===== config.mk =====
export PLATFORM = sky130hd
export DESIGN_NAME = pipe_alu_param
export DESIGN_NICKNAME = d
export VERILOG_FILES = /design/src/rtl/pipe_alu_param.sv
export SDC_FILE = /design/constraint.sdc
export NUM_CORES = 2
export LEC_CHECK = 0
export CAP_MARGIN = 20
export CORE_ASPECT_RATIO = 1.1
export CORE_MARGIN = 3
export CORE_UTILIZATION = 41
export DETAILED_ROUTE_END_ITERATION = 12
export SYNTH_ARGS = -nofsm -noshare
export SYNTH_HDL_FRONTEND = slang
export SYNTH_SLANG_ARGS = --single-unit

===== constraint.sdc =====
create_clock -name clk -period 19.65 [get_ports clk]
set_input_delay 5.895 -clock clk [delete_from_list [all_inputs] [get_ports clk]]
set_output_delay 5.895 -clock clk [all_outputs]
set_load 0.05 [all_outputs]

===== src/rtl/pipe_alu_param.sv =====
// ---------------------------------------------------------------------------
// pipe_alu_param
// Four-stage pipelined register-register ALU with a small data memory.
//   S1 operand read -> S2 ALU (with forwarding) -> S3 regbank write / z_out
//   -> S4 data memory write. One instruction per cycle, no stalls.
//
// Ports
//   clk       : clock, all state updates on the rising edge
//   rst_n     : asynchronous active-low reset
//   in_valid  : instruction present on rs1/rs2/rd/func/addr
//   rs1, rs2  : source register addresses (RAW bits)
//   rd        : destination register address (RAW bits)
//   func      : operation code (0..12 legal, 13..15 illegal)
//   addr      : memory write address, also the LDI immediate (MAW bits)
//   z_out     : result of the instruction in S3
//   z_valid   : z_out holds a valid retiring instruction
//   err       : instruction in S3 carried an illegal func
//   dbg_addr  : debug memory read address
//   dbg_data  : combinational mem[dbg_addr]
// ---------------------------------------------------------------------------
module pipe_alu_param #(
   parameter int DW  = 16,
   parameter int RAW = 4,
   parameter int MAW = 8
) (
   input  logic           clk,
   input  logic           rst_n,
   input  logic           in_valid,
   input  logic [RAW-1:0] rs1,
   input  logic [RAW-1:0] rs2,
   input  logic [RAW-1:0] rd,
   input  logic [3:0]     func,
   input  logic [MAW-1:0] addr,
   output logic [DW-1:0]  z_out,
   output logic           z_valid,
   output logic           err,
   input  logic [MAW-1:0] dbg_addr,
   output logic [DW-1:0]  dbg_data
);

   localparam int NREG = 1 << RAW;
   localparam int NMEM = 1 << MAW;

   logic [DW-1:0]  r_rf  [NREG];
   logic [DW-1:0]  r_mem [NMEM];

   logic           r_vld_p1;
   logic [DW-1:0]  r_a_p1, r_b_p1;
   logic [RAW-1:0] r_rs1_p1, r_rs2_p1, r_rd_p1;
   logic [3:0]     r_func_p1;
   logic [MAW-1:0] r_addr_p1;

   logic           r_vld_p2, r_ill_p2;
   logic [DW-1:0]  r_res_p2;
   logic [RAW-1:0] r_rd_p2;
   logic [MAW-1:0] r_addr_p2;

   logic           r_vld_p3, r_ill_p3;
   logic [DW-1:0]  r_res_p3;
   logic [RAW-1:0] r_rd_p3;
   logic [MAW-1:0] r_addr_p3;

   logic           w_fwd2_ok, w_fwd3_ok;
   logic [DW-1:0]  w_a, w_b;
   logic [DW:0]    w_alu;

   // Returns {illegal, result}; illegal codes yield a zero result.
   function automatic logic [DW:0] alu_op(input logic [3:0] f,
                                          input logic [DW-1:0] a,
                                          input logic [DW-1:0] b,
                                          input logic [MAW-1:0] imm);
      logic [DW-1:0] res;
      logic          ill;
      res = '0;
      ill = 1'b0;
      case (f)
         4'd0:    res = a + b;
         4'd1:    res = a - b;
         4'd2:    res = a * b;
         4'd3:    res = a;
         4'd4:    res = b;
         4'd5:    res = a & b;
         4'd6:    res = a | b;
         4'd7:    res = a ^ b;
         4'd8:    res = ~a;
         4'd9:    res = ~b;
         4'd10:   res = a >> 1;
         4'd11:   res = a << 1;
         4'd12:   res = DW'(imm);
         default: ill = 1'b1;
      endcase
      return {ill, res};
   endfunction

   // ---- S1: operand read into L12 ----
   always_ff @(posedge clk or negedge rst_n) begin
      if (!rst_n) begin
         r_vld_p1  <= 1'b0;
         r_a_p1    <= '0;
         r_b_p1    <= '0;
         r_rs1_p1  <= '0;
         r_rs2_p1  <= '0;
         r_rd_p1   <= '0;
         r_func_p1 <= '0;
         r_addr_p1 <= '0;
      end else begin
         r_vld_p1  <= in_valid;
         r_a_p1    <= r_rf[rs1];
         r_b_p1    <= r_rf[rs2];
         r_rs1_p1  <= rs1;
         r_rs2_p1  <= rs2;
         r_rd_p1   <= rd;
         r_func_p1 <= func;
         r_addr_p1 <= addr;
      end
   end

   // ---- S2: forwarding and ALU, result into L23 ----
   // L23 holds the previous instruction, L34 the one before it. The L34
   // instruction wrote the regbank on the same edge S1 read it, so S1 saw
   // the old value and forwarding from L34 is still required.
   assign w_fwd2_ok = r_vld_p2 && !r_ill_p2 && (r_rd_p2 != '0);
   assign w_fwd3_ok = r_vld_p3 && !r_ill_p3 && (r_rd_p3 != '0);

   assign w_a = (w_fwd2_ok && (r_rd_p2 == r_rs1_p1)) ? r_res_p2 :
                (w_fwd3_ok && (r_rd_p3 == r_rs1_p1)) ? r_res_p3 : r_a_p1;
   assign w_b = (w_fwd2_ok && (r_rd_p2 == r_rs2_p1)) ? r_res_p2 :
                (w_fwd3_ok && (r_rd_p3 == r_rs2_p1)) ? r_res_p3 : r_b_p1;

   assign w_alu = alu_op(r_func_p1, w_a, w_b, r_addr_p1);

   always_ff @(posedge clk or negedge rst_n) begin
      if (!rst_n) begin
         r_vld_p2  <= 1'b0;
         r_ill_p2  <= 1'b0;
         r_res_p2  <= '0;
         r_rd_p2   <= '0;
         r_addr_p2 <= '0;
      end else begin
         r_vld_p2  <= r_vld_p1;
         r_ill_p2  <= w_alu[DW];
         r_res_p2  <= w_alu[DW-1:0];
         r_rd_p2   <= r_rd_p1;
         r_addr_p2 <= r_addr_p1;
      end
   end

   // ---- S3: regbank write and L34 load (z_out) ----
   // Register 0 is never written, so it reads 0 forever after reset.
   always_ff @(posedge clk or negedge rst_n) begin
      if (!rst_n) begin
         for (int i = 0; i < NREG; i++) r_rf[i] <= '0;
      end else if (r_vld_p2 && !r_ill_p2 && (r_rd_p2 != '0)) begin
         r_rf[r_rd_p2] <= r_res_p2;
      end
   end

   always_ff @(posedge clk or negedge rst_n) begin
      if (!rst_n) begin
         r_vld_p3  <= 1'b0;
         r_ill_p3  <= 1'b0;
         r_res_p3  <= '0;
         r_rd_p3   <= '0;
         r_addr_p3 <= '0;
      end else begin
         r_vld_p3  <= r_vld_p2;
         r_ill_p3  <= r_ill_p2;
         r_res_p3  <= r_res_p2;
         r_rd_p3   <= r_rd_p2;
         r_addr_p3 <= r_addr_p2;
      end
   end

   assign z_out   = r_res_p3;
   assign z_valid = r_vld_p3;
   assign err     = r_vld_p3 & r_ill_p3;

   // ---- S4: data memory write ----
   // Memory is not reset; reset clears r_vld_p3 so no in-flight write lands.
   always_ff @(posedge clk) begin
      if (r_vld_p3 && !r_ill_p3) r_mem[r_addr_p3] <= r_res_p3;
   end

   assign dbg_data = r_mem[dbg_addr];

endmodule


## Yosys cells after proc, flatten, opt, wreduce, memory -nomap -nowiden

Memory sizes are Yosys's and may differ from the RTL's.
Cells that the tools add are included.

- Flip-flop bits (word level): 373
- Bits in writable memories: 4096
- Output and inout bits: 34
- Logic and storage cells: 99
- Memories: 1

- Add/subtract/negate cells: 2
- $mul: 1
- Magnitude comparators: 4
- Equal/unequal tests: 16
- Multiplexer cells: 17
- Bitwise logic cells: 9
- Reduce and logical (&&, ||, !) cells: 15

Memories:

| memory | depth | bits a word | read ports | clocked after Yosys merged registers in | wr ports | line | RTL |
|---|---|---|---|---|---|---|---|
| r_mem | 256 | 16 | 1 | 0 | 1 | 45 | `logic [DW-1:0] r_mem [NMEM];` |

Operators by type and width:

| cell | number |
|---|---|
| $bwmux W256 | 1 |
| $pmux W16 S13 | 1 |
| $mux W16 | 9 |
| $bmux W16 S4 | 2 |
| $demux W16 S4 | 1 |
| $not A16 Y16 | 2 |
| $eq A4 B4 Y1 const B | 5 |
| $add A16 B16 Y16 | 1 |
| $and A16 B16 Y16 | 1 |
| $eq A4 B3 Y1 const B | 4 |
| $eq A4 B4 Y1 | 4 |
| $mul A16 B16 Y16 | 1 |
| $or A16 B16 Y16 | 1 |
| $sub A16 B16 Y16 | 1 |
| $xor A16 B16 Y16 | 1 |
| $ge A5 B5 Y1 const B | 3 |
| $not A4 Y5 | 3 |
| $reduce_or A13 Y1 | 1 |
| $logic_and A1 B1 Y1 | 9 |
| $eq A4 B2 Y1 const B | 2 |
| $reduce_bool A4 Y1 | 2 |
| $lt A5 B1 Y1 const B | 1 |
| $eq A4 B1 Y1 const B | 1 |
| $logic_not A4 Y1 | 1 |
| other kinds (3) | 6 |

## Logic depth before layout (Yosys ltp)

- Depth in word-level cells: 8
- Depth in mapped cells: 34
- Depth with buffers taken out: 30

## Least setup slack after synthesis

Ideal clock, no wire load.

- Path kind: input-to-output
- From: input dbg_addr[0]
- To: output dbg_data[0]
- Arrival: 9.404 ns
- Required time: 13.755 ns
- Path slack: 4.351 ns
- Stages on the path: 8
- Buffers on the path: 4
- Cell sequence: clkbuf_1 > clkbuf_1 > clkbuf_1 > buf_1 > mux4_2 > mux4_2 > mux4_2 > mux4_2

- Word-level cells in the longest chain between the ends: 1

Ends and longest elaborated chain:

| item | line | RTL |
|---|---|---|
| from (decl) | 37 | `input logic [MAW-1:0] dbg_addr,` |
| $mem_v2 Z256 W16 | n/a |  |
| to (decl) | 38 | `output logic [DW-1:0] dbg_data` |

No other way between the ends.

## Worst setup path in the final report

- From: input dbg_addr[1]
- To: output dbg_data[8]

The elaborated chain is that of the path after synthesis.

==> flow_summary.ini <==
[synthesis]
synth.most_common_cell = edfxtp_1
ys_top_cells_by_count = edfxtp_1, mux4_2, nor2_1
synth_top_area_share_pct = 68.2
ys_warn_count = 0
ys.flop_type = edfxtp_1
synth_edf_count = 4096
avgSynthCellArea_um2 = 22.3
syn-instance-count = 8104
synth.area.top_cells = edfxtp_1, mux4_2, dfrtp_1
synth-seq-cells = 4469
synth_top_cell_by_area = edfxtp_1
synthArstFlopShare_pct = 8.35
synth.distinct_cells = 83
synth_seq_area_share_pct = 73.4
synth_nets = 8311
syn-cell-area_mm2 = 0.180

[pwr]
irDropWorstVdd_uv = 83.8
cellLeakagePower_nw = 66.6
p_per_area_mw_per_mm2 = 115
p_total_mw = 23.5

[critical_path]
crit_type = input pin to primary output
endpoint_kind = primary output
rr_endpoint = r_res_p2[15]
r2r-start = r_rd_p2[1]
r2r_setup_slack_ns = 10.85
arrival_ns = 10.68
cp-start-kind = input pin
worstPathRequired_ns = 13.75
r2r_cells = 26
cp_max_fo = 115

[routing]
ant_nets = 0
drt_first_pass_iters = 5
wl_per_cell_um = 32.9
vias = 87300
remaining_drc_errors = 0
viasPerCell = 5.94
dr.first_iter.drc_count = 10100
routed_wl_um = 483000

[finish]
post-route-cell-area_mm2 = 0.204
nNetsFinal = 8762
num-fill-cells = 35700
drive_gt1_share_pct = 32.4
final_cells = 14700
syn2layout_area_growth_pct = 13.2

[sta]
skew_ns = 0.0814
period_share_pct = 84.4
drv_slew = 0
timing.hold.ws_ns = 0.347
finalSetupTns_ns = 0
fmax_mhz = 60.3
report.final.hold_viol_count = 0
fin_crit_ns = 16.58
rsz0062_at_grt = no
setup_violations = 0
slew_headroom_pct = 23.0
tightest_slew_ns = 1.15

[hold_path]
worstHoldPathType = register to register
holdPathStages = 0
min_delay_worst_endpoint = r_rd_p2[3]
min-delay-start = r_rd_p1[3]

[global_route]
overflow = 0
antenna_found_initial = 32
grt_usage_pct = 21.5
grt_pass1_vias = 89500
grt_max_degree = 134
grt_pass1_wl_um = 687000

[clock_tree]
clk_pin_slew_ns = 0.05
cts_setup_buffers = 0
cts_tree = done
clock_sinks = 4469
root_buffer = clkbuf_16
ctsResizeCount = 0
h-tree-depth = 5
cts_inserted_buffers = 438
holdBufCountCts = 0
clk_latency_ns = 1.00
cts_max_path_buffers = 4

[placement]
dp.cells = 13900
place_area_mm2 = 0.190
portBuffers = 68
dpl.hpwl_um = 285000
finalWeightedCongestion = 0.894

[floorplanning]
core_mm2 = 0.437
row_count = 254
die_y_um = 702
start_util_pct = 41.3
dieArea_mm2 = 0.448
ios = 69
fp.dieW_um = 638

[outcome]
status = complete, no violations

[flow_run]
maxCapViolations = 0
registers in the layout (all words and copies together), names as in the netlist, 4 cells and up:
| name | count |
|---|---|
| r_a_p1 | 16 |
| r_addr_p1 | 8 |
| r_addr_p2 | 8 |
| r_addr_p3 | 8 |
| r_b_p1 | 16 |
| r_func_p1 | 4 |
| r_mem | 4096 |
| r_rd_p1 | 4 |
| r_rd_p2 | 4 |
| r_rd_p3 | 4 |
| r_res_p2 | 16 |
| r_rf | 256 |
| r_rs1_p1 | 4 |
| r_rs2_p1 | 4 |
| z_out | 16 |
metrics by stage:
stage / setup WS, ns / util (%)
2_1_floorplan: 4.35 / -
3_3_place_gp: 3.13 / 43.5
3_5_place_dp: 3.12 / 43.5
4_1_cts: 3.12 / 46.7
5_1_grt: 3.04 / 46.7
6_report: 3.07 / 46.8
cell usage in the layout, fill, tap and decap left out, types with 8 or more instances in the layout:
cell,count
clkinv_1,99
dfrtp_1,356
ha_1,92
a211oi_1,14
bufinv_16,35
diode_2,16
clkdlybuf4s50_1,55
a21o_1,15
nor3_1,26
edfxtp_1,4096
mux4_2,1523
mux2_2,227
inv_2,9
a21oi_1,52
nand4_1,15
clkbuf_1,93
dfrtp_4,16
xnor2_1,67
o21ai_0,63
xor2_1,8
o221ai_1,11
a221oi_1,11
inv_1,146
mux2i_1,26
clkinvlp_4,8
o22ai_1,11
clkbuf_8,17
fa_1,80
clkinv_2,84
nor2_1,407
buf_4,397
buf_12,26
nand2_1,147
nor2b_1,16
nand3_1,42
clkbuf_16,441
inv_6,8
report_power, final:
group          leakage (nW)  switching (mW)  internal, mW  total, mW
combinational          17.5            2.25          1.10       3.35
clock                  6.88            3.58          4.65       8.23
sequential             42.3           0.369          11.5       11.9
cell families after synthesis:
logic type	count (synthesis)	share of synthesized area (%)
flops	4469	73.4
mux	1777	20.6
simple gates	707	1.67
buf+inv	646	1.39
compound gates	251	1.01
fa+ha+maj	176	1.55
xor+xnor	78	0.402
layout make-up:
cell class	instances	area, um^2	area share (%)
Inverter	160	603	0.295
Clock inverter	256	2430	1.19
Clock buffer	551	11600	5.69
Antenna cell	16	40.0	0.0196
Multi-Input combinational cell	2989	45500	22.3
Timing Repair Buffer	497	4310	2.11
Sequential cell	4469	132000	64.8
Tap cell	5760	7210	3.53
how the worst max path moves through the flow:
stage / start / end / slack (ns)
after floorplan: dbg_addr[0] / dbg_data[0] / 4.35
after global placement: dbg_addr[1] / dbg_data[9] / 3.13
after detailed placement: dbg_addr[1] / dbg_data[9] / 3.12
after CTS: dbg_addr[1] / dbg_data[9] / 3.12
after global routing: dbg_addr[0] / dbg_data[2] / 3.04
final: dbg_addr[1] / dbg_data[8] / 3.07
per-layer routing:
layer / wire length (um) / share of wire (%) / up-vias / global-route usage [%]
li1: - / - / 34800 / -
met1: 191000 / 40 / 47800 / 29.7
met2: 236000 / 49 / 3930 / 35.0
met3: 39800 / 8.2 / 728 / 3.94
met4: 16500 / 3.4 / 14 / 6.64
met5: 103 / 0.021 / - / 0
critical path: stages:
cell             delay (ns)
buf_8                  0.68
buf_12                 0.56
mux4_2                 0.42
mux4_2                 0.61
mux4_2                 0.68
mux4_2                 0.63
clkdlybuf4s50_1        0.76
Note: power is estimated with default switching activity, not from simulation.
